File: config.mk
export PLATFORM = sky130hd
export DESIGN_NAME = dense_layer_hidden_flat
export DESIGN_NICKNAME = d
export VERILOG_FILES = /design/src/rtl/dnn_pkg.sv /design/src/rtl/dense_layer_hidden_if.sv /design/src/rtl/dnn_argmax_tracker.sv /design/src/rtl/dense_layer_hidden.sv /design/src/flat_wrapper.sv
export SDC_FILE = /design/constraint.sdc
export NUM_CORES = 2
export LEC_CHECK = 0
export ABC_AREA = 1
export ABC_CLOCK_PERIOD_IN_PS = 66500
export BUFFER_PORTS_ARGS = -buffer_cell sky130_fd_sc_hd__buf_4
export CAP_MARGIN = 30
export CORE_UTILIZATION = 43
export DETAILED_ROUTE_END_ITERATION = 8
export SETUP_SLACK_MARGIN = 0.2
export SKIP_LAST_GASP = 1
export SYNTH_ARGS = -nofsm -noshare
export SYNTH_HDL_FRONTEND = slang
export SYNTH_SLANG_ARGS = --single-unit
File: constraint.sdc
create_clock -name clk -period 66.5 [get_ports clk]
set_input_delay 6.65 -clock clk [delete_from_list [all_inputs] [get_ports clk]]
set_output_delay 6.65 -clock clk [all_outputs]
set_load 0.01 [all_outputs]
File: src/rtl/dnn_pkg.sv
// Shared types and helpers for the digit-classifier dense stages.
package dnn_pkg;

  typedef enum logic [1:0] {StIdle, StRun, StDone} state_e;

  // Wide enough for any accumulator this family uses.
  localparam int unsigned SatW = 64;

  // ROM bytes are offset-binary.
  function automatic logic signed [7:0] ob_decode(input logic [7:0] b);
    return $signed(b ^ 8'h80);
  endfunction

  function automatic logic signed [SatW-1:0] sat_relu(input logic signed [SatW-1:0] v,
                                                       input logic relu_on,
                                                       input int unsigned out_bits);
    logic signed [SatW-1:0] hi;
    logic signed [SatW-1:0] lo;
    hi = (SatW'(1) <<< (out_bits - 1)) - 1;
    lo = -hi - 1;
    if (relu_on && v < 0) return '0;
    if (v > hi) return hi;
    if (v < lo) return lo;
    return v;
  endfunction

  // Each row is N_IN weights followed by one bias byte.
  function automatic int unsigned row_base(input int unsigned j, input int unsigned n_in);
    return j * (n_in + 1);
  endfunction

endpackage

File: src/rtl/dense_layer_hidden_if.sv
// Activation, ROM and result bundle for the hidden dense layer.
interface dense_layer_hidden_if #(
  parameter int unsigned N_IN       = 32,
  parameter int unsigned N_OUT      = 10,
  parameter int unsigned IN_BITS    = 16,
  parameter int unsigned OUT_BITS   = 16,
  parameter int unsigned ADDR_WIDTH = 12
);
  localparam int unsigned ClsW = (N_OUT > 1) ? $clog2(N_OUT) : 1;

  logic                               start;
  logic [N_IN-1:0][IN_BITS-1:0]       in_act;
  logic [7:0]                         mem_dout;
  logic [ADDR_WIDTH-1:0]              mem_addr;
  logic [N_OUT-1:0][OUT_BITS-1:0]     out_act;
  logic [ClsW-1:0]                    class_idx;
  logic                               finish;

  modport master (
    output start, in_act, mem_dout,
    input  mem_addr, out_act, class_idx, finish
  );

  modport slave (
    input  start, in_act, mem_dout,
    output mem_addr, out_act, class_idx, finish
  );
endinterface

File: src/rtl/dnn_argmax_tracker.sv
// Running maximum with index; load restarts the search, update keeps the first of any tie.
module dnn_argmax_tracker #(
  parameter int unsigned Width = 16,
  parameter int unsigned IdxW  = 4
) (
  input  logic                    clk,
  input  logic                    rst,
  input  logic                    load_i,
  input  logic                    update_i,
  input  logic signed [Width-1:0] value_i,
  input  logic [IdxW-1:0]         idx_i,
  output logic [IdxW-1:0]         idx_o
);
  logic signed [Width-1:0] max_q;
  logic [IdxW-1:0]         idx_q;

  always_ff @(posedge clk or posedge rst) begin
    if (rst) begin
      max_q <= '0;
      idx_q <= '0;
    end else if (load_i || (update_i && (value_i > max_q))) begin
      max_q <= value_i;
      idx_q <= idx_i;
    end
  end

  assign idx_o = idx_q;
endmodule

File: src/rtl/dense_layer_hidden.sv
// Second dense stage: streams one weight byte per cycle, writes saturated outputs row by row
// and tracks the argmax so the class is ready when finish pulses.
module dense_layer_hidden
  import dnn_pkg::*;
#(
  parameter int unsigned N_IN       = 32,
  parameter int unsigned N_OUT      = 10,
  parameter int unsigned IN_BITS    = 16,
  parameter int unsigned OUT_BITS   = 16,
  parameter int unsigned ACC_BITS   = 32,
  parameter int unsigned SHIFT      = 8,
  parameter int unsigned ADDR_WIDTH = 12,
  parameter int unsigned RELU_ON    = 0
) (
  input logic                 clk,
  input logic                 rst,
  dense_layer_hidden_if.slave bus
);
  localparam int unsigned Total = N_OUT * (N_IN + 1);
  localparam int unsigned IW    = $clog2(N_IN + 1);
  localparam int unsigned SelW  = (N_IN > 1) ? $clog2(N_IN) : 1;
  localparam int unsigned JW    = (N_OUT > 1) ? $clog2(N_OUT) : 1;
  localparam int unsigned PW    = IN_BITS + 8;

  state_e                         state_q;
  logic [ADDR_WIDTH-1:0]          k_q;
  logic [IW-1:0]                  i_q;
  logic [JW-1:0]                  j_q;
  logic signed [ACC_BITS-1:0]     acc_q;
  logic signed [ACC_BITS-1:0]     acc_d;
  logic [N_IN-1:0][IN_BITS-1:0]   in_q;
  logic [N_OUT-1:0][OUT_BITS-1:0] out_q;
  logic                           finish_q;

  logic signed [7:0]              w;
  logic signed [PW-1:0]           prod;
  logic signed [ACC_BITS-1:0]     y;
  logic signed [OUT_BITS-1:0]     y_sat;
  logic                           is_bias;
  logic                           last;
  logic [ADDR_WIDTH-1:0]          mem_addr;
  logic [JW-1:0]                  cls;

  assign is_bias = (i_q == IW'(N_IN));
  assign last    = (k_q == ADDR_WIDTH'(Total - 1));

  always_comb begin
    w     = ob_decode(bus.mem_dout);
    prod  = $signed(in_q[i_q[SelW-1:0]]) * w;
    // First weight of a row overwrites the previous row's sum.
    acc_d = (i_q == '0) ? ACC_BITS'(prod) : acc_q + ACC_BITS'(prod);
    y     = (acc_q >>> SHIFT) + ACC_BITS'(w);
    y_sat = OUT_BITS'(sat_relu(SatW'(y), RELU_ON != 0, OUT_BITS));
  end

  always_comb begin
    mem_addr = '0;
    if (state_q == StRun && !last) mem_addr = k_q + 1'b1;
  end

  always_ff @(posedge clk or posedge rst) begin
    if (rst) begin
      state_q  <= StIdle;
      k_q      <= '0;
      i_q      <= '0;
      j_q      <= '0;
      acc_q    <= '0;
      in_q     <= '0;
      out_q    <= '0;
      finish_q <= 1'b0;
    end else begin
      finish_q <= (state_q == StDone);
      unique case (state_q)
        StIdle: begin
          if (bus.start) begin
            in_q    <= bus.in_act;
            k_q     <= '0;
            i_q     <= '0;
            j_q     <= '0;
            acc_q   <= '0;
            state_q <= StRun;
          end
        end
        StRun: begin
          k_q <= k_q + 1'b1;
          if (is_bias) begin
            out_q[j_q] <= y_sat;
            i_q        <= '0;
            j_q        <= j_q + 1'b1;
          end else begin
            acc_q <= acc_d;
            i_q   <= i_q + 1'b1;
          end
          if (last) state_q <= StDone;
        end
        StDone:  state_q <= StIdle;
        default: state_q <= StIdle;
      endcase
    end
  end

  dnn_argmax_tracker #(
    .Width (OUT_BITS),
    .IdxW  (JW)
  ) u_argmax (
    .clk      (clk),
    .rst      (rst),
    .load_i   ((state_q == StRun) && is_bias && (j_q == '0)),
    .update_i ((state_q == StRun) && is_bias && (j_q != '0)),
    .value_i  (y_sat),
    .idx_i    (j_q),
    .idx_o    (cls)
  );

  assign bus.mem_addr  = mem_addr;
  assign bus.out_act   = out_q;
  assign bus.class_idx = cls;
  assign bus.finish    = finish_q;
endmodule

File: src/flat_wrapper.sv
// flat-port wrapper written by rule: the top's interface ports become plain ports
module dense_layer_hidden_flat import dnn_pkg::*;
#(
  parameter int unsigned N_IN       = 32,
  parameter int unsigned N_OUT      = 10,
  parameter int unsigned IN_BITS    = 16,
  parameter int unsigned OUT_BITS   = 16,
  parameter int unsigned ACC_BITS   = 32,
  parameter int unsigned SHIFT      = 8,
  parameter int unsigned ADDR_WIDTH = 12,
  parameter int unsigned RELU_ON    = 0
)
  (clk, rst, bus_start, bus_in_act, bus_mem_dout, bus_mem_addr, bus_out_act, bus_class_idx, bus_finish);
  dense_layer_hidden_if #(.N_IN(N_IN), .N_OUT(N_OUT), .IN_BITS(IN_BITS), .OUT_BITS(OUT_BITS), .ADDR_WIDTH(ADDR_WIDTH)) bus_i ();
  input logic clk;
  input logic rst;
  input wire logic [$bits(bus_i.start)-1:0] bus_start;
  input wire logic [$bits(bus_i.in_act)-1:0] bus_in_act;
  input wire logic [$bits(bus_i.mem_dout)-1:0] bus_mem_dout;
  output wire logic [$bits(bus_i.mem_addr)-1:0] bus_mem_addr;
  output wire logic [$bits(bus_i.out_act)-1:0] bus_out_act;
  output wire logic [$bits(bus_i.class_idx)-1:0] bus_class_idx;
  output wire logic [$bits(bus_i.finish)-1:0] bus_finish;
  assign bus_i.start = bus_start;
  assign bus_i.in_act = bus_in_act;
  assign bus_i.mem_dout = bus_mem_dout;
  assign bus_mem_addr = bus_i.mem_addr;
  assign bus_out_act = bus_i.out_act;
  assign bus_class_idx = bus_i.class_idx;
  assign bus_finish = bus_i.finish;
  dense_layer_hidden #(.N_IN(N_IN), .N_OUT(N_OUT), .IN_BITS(IN_BITS), .OUT_BITS(OUT_BITS), .ACC_BITS(ACC_BITS), .SHIFT(SHIFT), .ADDR_WIDTH(ADDR_WIDTH), .RELU_ON(RELU_ON)) u_core (.clk(clk), .rst(rst), .bus(bus_i));
endmodule
* Word-level counts from Yosys, hierarchy flattened
Cells that the tools add are included.
** Word-level totals
- Register bits after elaboration :: 749
- Input bits :: 523
- Output and inout bits :: 177
- Logic and storage cells :: 118
** Operators by class
- $add $sub $neg :: 5
- Multipliers :: 1
- Order comparisons :: 6
- Eq/ne operators :: 8
- Muxes and demuxes :: 28
- Bitwise operators :: 1
- Reductions and logical operators :: 19
** Operators with widths (count)
- 160-bit bitwise mux :: 1
- 16-bit 2-to-1 mux :: 6
- 32-bit 2-to-1 mux :: 3
- 16-bit binary-select mux with 5-bit select :: 1
- 16-bit demux with 4-bit select :: 1
- 32-bit one-hot mux with 2 select lines :: 1
- 32-bit by 24-bit adder with 32-bit output :: 1
- 24-bit by 8-bit adder with 25-bit output :: 1
- 25-bit by 16-bit greater-than comparator with 1-bit output, second input constant :: 1
- 25-bit by 16-bit < comparator with 1-bit output, second input constant :: 1
- 16-bit by 8-bit multiplier with 24-bit output :: 1
- 12-bit 2-to-1 mux :: 2
- 12-bit one-hot mux with 2 select lines :: 1
- 16-bit greater-than comparator :: 1
- 12-bit by 1-bit adder with 12-bit output, second input constant :: 1
- 12-bit by 9-bit equality test with 1-bit output, second input constant :: 1
- 6-bit 2-to-1 mux :: 2
- 6-bit one-hot mux with 2 select lines :: 1
- 4-bit 2-to-1 mux :: 2
- 4-bit one-hot mux with 2 select lines :: 1
- 2-bit AND reduction :: 4
- 6-bit by 1-bit adder with 6-bit output, second input constant :: 1
- 6-bit equality test, second input constant :: 1
- 1-bit logical AND :: 6
- other kinds (20) :: 26

* Logic depth before layout (Yosys ltp)
- Depth after elaboration :: 10
- Gate-level depth with buffers :: 44
- Gate-level depth less buffers :: 41

* Hierarchy
A second synthesis with hierarchy kept.
** Unflattened totals
- Cells, all modules :: 5605
- Area, all modules :: 42376.9 um2
** By module, submodules not included
- dense_layer_hidden :: times used 1, cells an instance 5439, area an instance 40995.6 um2, seq. area each 18242.5 um2
- dnn_argmax_tracker :: times used 1, cells an instance 166, area an instance 1381.3 um2, seq. area each 500.5 um2

* Least setup slack after synthesis
No wires, ideal clock.
- Path kind :: in2reg
- From :: in bus_mem_dout[7]
- To :: reg u_core.acc_q[31]
- Library setup time :: 0.126 ns
- Data arrival time :: 12.354 ns
- Required time :: 66.374 ns
- Slack :: 54.020 ns
- Cell stages on the path :: 31
- Path buffers :: 0
- Path through :: inv_1 -> nand2_1 -> fa_1 -> fa_1 -> inv_1 -> fa_1 -> inv_1 -> fa_1 -> inv_1 -> ha_1 -> inv_1 -> o21bai_1 -> a21oi_1 -> o21ai_0 -> nand3_1 -> o21ai_0 -> nand2_1 -> nand3_1 -> nand2_1 -> ha_1 -> a21oi_1 -> o21ai_0 -> a21oi_1 -> nor2_1 -> nor2_1 -> nand2_1 -> or2_2 -> nand2_1 -> nand2_1 -> nand2_1 -> o21ai_0
** On the way
- Longest elaborated chain between the ends :: 6
** Ends and longest elaborated chain
- start: declaration :: RTL line flat_wrapper.sv:19 : input wire logic [$bits(bus_i.mem_dout)-1:0] bus_mem_dout;
- 1-bit inverter (no line) (*)
- 16-bit by 8-bit multiplier with 24-bit output (*) :: RTL line dense_layer_hidden.sv:49 : prod = $signed(in_q[i_q[SelW-1:0]]) * w;
- 32-bit by 24-bit adder with 32-bit output :: RTL line dense_layer_hidden.sv:51 : acc_d = (i_q == '0) ? ACC_BITS'(prod) : acc_q + ACC_BITS'(prod);
- 32-bit 2-to-1 mux (*) :: RTL line dense_layer_hidden.sv:51
- 32-bit 2-to-1 mux (*) :: RTL line dense_layer_hidden.sv:86 : if (is_bias) begin
- 32-bit one-hot mux with 2 select lines (*) :: RTL line dense_layer_hidden.sv:73 : unique case (state_q)
- end signal: assignment :: RTL line dense_layer_hidden.sv:67 : acc_q <= '0;
- end signal: assignment :: RTL line dense_layer_hidden.sv:80 : acc_q <= '0;
- end signal: assignment :: RTL line dense_layer_hidden.sv:91 : acc_q <= acc_d;
- end: declaration :: RTL line dense_layer_hidden.sv:29 : logic signed [ACC_BITS-1:0] acc_q;
Every way passes the cells marked *; elsewhere a longest branch is shown, timed or not. The select of a mux whose other input is x is not followed.
A chain may end at the register's enable or synchronous reset.

* Worst setup path in the final report
- From :: in bus_mem_dout[7]
- To :: reg u_core.acc_q[21]
Same word-level chain as after synthesis.

==> flow_summary.ini <==
[outcome]
status = finished, violations left
violations = design-rule violations

[clock_network]
clk_latency_ps = 690
clock_sinks = 749
cts_tree = done
numCtsBuffers = 86
cts.path.max_buffers = 3
cts_resized = 0
post_cts_buffers = 0
clkTransAtPathRegs_ps = 60
cts_root_buffer = clkbuf_16
cts_hold_buf = 0
h-tree-depth = 3

[synth]
synth-main-ff-cell = dfrtp_1
async_flop_share = 1.00
avgSynthCellArea_um2 = 7.46
synthCells = 5640
netlist_area_um2 = 42100
ys_warn_count = 0
ys_seq_area_frac = 0.445
synth_seq_cells = 749
netlist-cell-type-count = 50
synth_edf_count = 0
synth_fp_nets = 6392

[worst_setup_path]
worstSetupEndpointType = flip-flop
crit_fanout = 20
path_common_cell = inv_1
crit_type = input port to flip-flop
critPathSlowestCell = inv_1
cp_data_arrival_time_ps = 13660
cp_data_required_time_ps = 67050
cp-start-kind = input port
slowest_delay_ps = 640

[drt]
vias = 39720
routed_wirelength_um = 161000
drt-wirelength-per-cell_um = 21.3
antenna_left = 0
drc = 160
drt_iter0_drc = 3514
viasPerCell = 5.26
drt_first_pass_iters = 7

[power]
powerDensity_nw_per_um2 = 28.4
pwr-share-clk = 0.339
leakagePower_uw = 0.0277
switching_share = 0.380
power.internal_uw = 903
switchingPower_uw = 553
max-vdd-ir-drop_mv = 0.0351
combPwrFrac = 0.320
pwr-share-seq = 0.341

[die]
coreArea_um2 = 96900
die_y_um = 315
start_util = 0.435
die_w_um = 315
rows = 114
ioPinCount = 700
dieArea_um2 = 99100

[finish]
drive_above_1_share = 0.153
synthToLayoutAreaGrowth_pct = 21.8
fillers = 9629
final_cell_mix = nand2_1 (2,455), dfrtp_1 (745), buf_4 (741)
nets = 6943
final_common_cell = nand2_1
final_util = 0.529

[timing]
slew_headroom = 0.126
finalHoldViolCount = 0
period_share = 0.197
skew_ps = 39.2
tightestPinTransition_ps = 1310
rsz0062_at_grt = no
final.setup.tns_ps = 0
drv_slew = 0
fin_ws_ps = 53390
max_freq_mhz = 76.3
setup_viol = 0
min_period_ps = 13110

[placement]
dp_slack_ps = 52760
dpl.hpwl_um = 118000
port_buffers = 699
gp_congestion = 0.913

[global_route]
antenna_found_initial = 24
track_usage = 0.321
grt-ovfl-total = 0
grt_max_degree = 228
grt_pass1_wl_um = 240000
grt_pass1_vias = 38333

[job]
maxCapViolations = 0

[worst_hold_path]
hold_path.class = flip-flop to flip-flop
==> registers in the layout (all words and copies together) (netlist names) <==
register / cells
u_core.acc_q: 32
u_core.state_q: 2
u_core.u_argmax.max_q: 16
u_core.bus.out_act: 160
u_core.bus.finish: 1
u_core.j_q: 4
u_core.i_q: 6
u_core.u_argmax.idx_o: 4
u_core.in_q: 512
u_core.k_q: 12
==> logic make-up (layout without fill, tap and decap cells) <==
logic type / after synthesis / count (layout) / share of synthesized area
compound gates: 741 / 741 / 0.0977
buf+inv: 667 / 1283 / 0.0629
mux: 2 / 2 / 0.000476
xor+xnor: 51 / 51 / 0.0108
other cells: 0 / 19 / 0
flops: 749 / 749 / 0.445
simple gates: 3201 / 3201 / 0.296
fa+ha+maj: 229 / 229 / 0.0868
==> power by group through the flow <==
stage | sequential [uW] | combinational (uW) | clock, uW
finish | 496 | 466 | 494
global route | 497 | 508 | 519
CTS | 496 | 465 | 499
detailed placement | 504 | 462 | 0
global placement | 504 | 460 | 0
floorplan | 497 | 303 | 0
==> routing by layer <==
metal  up-vias  GRT usage  share of wire
met1     19195      0.426           0.42
met2      1347      0.527           0.48
met4        10      0.133          0.042
met5         -          0        0.00035
li1      18898          -              -
met3       270     0.0449          0.061
==> per-stage QoR <==
| step | std cells | hold WS, ps | total power, uW | cell area, um2 |
|---|---|---|---|---|
| after CTS | 7529 | 467 | 1460 | 51200 |
| after global routing | 7546 | 476 | 1520 | 51300 |
| final | 7551 | 464 | 1460 | 51300 |
| after detailed placement | 7376 | 453 | 966 | 48200 |
| after floorplan | 5640 | 424 | 799 | 42100 |
| after global placement | 7371 | 447 | 964 | 48100 |
==> final timing paths <==
kind,start,end,slack (ps),depth (start not counted)
min in group asynchronous,rst,u_core.in_q[199],6030,2
hold reg to reg,u_core.in_q[25],u_core.in_q[25],460,2
hold / removal,u_core.in_q[25],u_core.in_q[25],460,2
max in group asynchronous,rst,u_core.in_q[307],57820,5
setup reg to reg,u_core.i_q[0],u_core.acc_q[31],55760,37
setup / recovery,bus_mem_dout[7],u_core.acc_q[21],53390,29
==> final cells by class <==
| cell class | count | area, um2 | area share |
|---|---|---|---|
| Timing Repair Buffer | 751 | 5790 | 0.113 |
| Clock inverter | 28 | 389 | 0.00759 |
| Sequential cell | 749 | 18800 | 0.366 |
| Tap cell | 1276 | 1600 | 0.0311 |
| Clock buffer | 125 | 2540 | 0.0495 |
| Multi-Input combinational cell | 4224 | 20700 | 0.404 |
| Antenna cell | 19 | 47.5 | 0.000927 |
| Inverter | 379 | 1450 | 0.0282 |
==> worst max-delay path: cells and delay by family <==
kind | cells | cell delay (ps)
AO/OA/AOI/OAI | 9 | 2060
XOR/XNOR | 1 | 270
adder cells (fa/ha/maj) | 6 | 2780
buffers and inverters | 6 | 1040
AND/OR/NAND/NOR | 7 | 820
==> cell usage after synthesis (7+ instances only) <==
cell,number,area [um2]
a21oi_1,102,510
buf_1,8,30.0
buf_2,22,110
buf_6,11,124
clkbuf_1,241,905
dfrtp_1,749,18700
fa_1,105,2100
ha_1,124,1550
inv_1,359,1350
inv_2,17,63.8
nand2_1,2455,9220
nand2_2,9,56.3
nand2_4,11,124
nand3_1,91,455
nand4_1,31,194
nor2_1,557,2090
nor3_1,15,75.1
nor3_2,7,70.1
nor4_1,7,43.8
o211ai_1,16,120
o21ai_0,400,2000
o21bai_1,9,67.6
o22ai_1,165,1030
xnor2_1,18,158
xor2_1,32,280
Power figures use the tool's default switching activity.
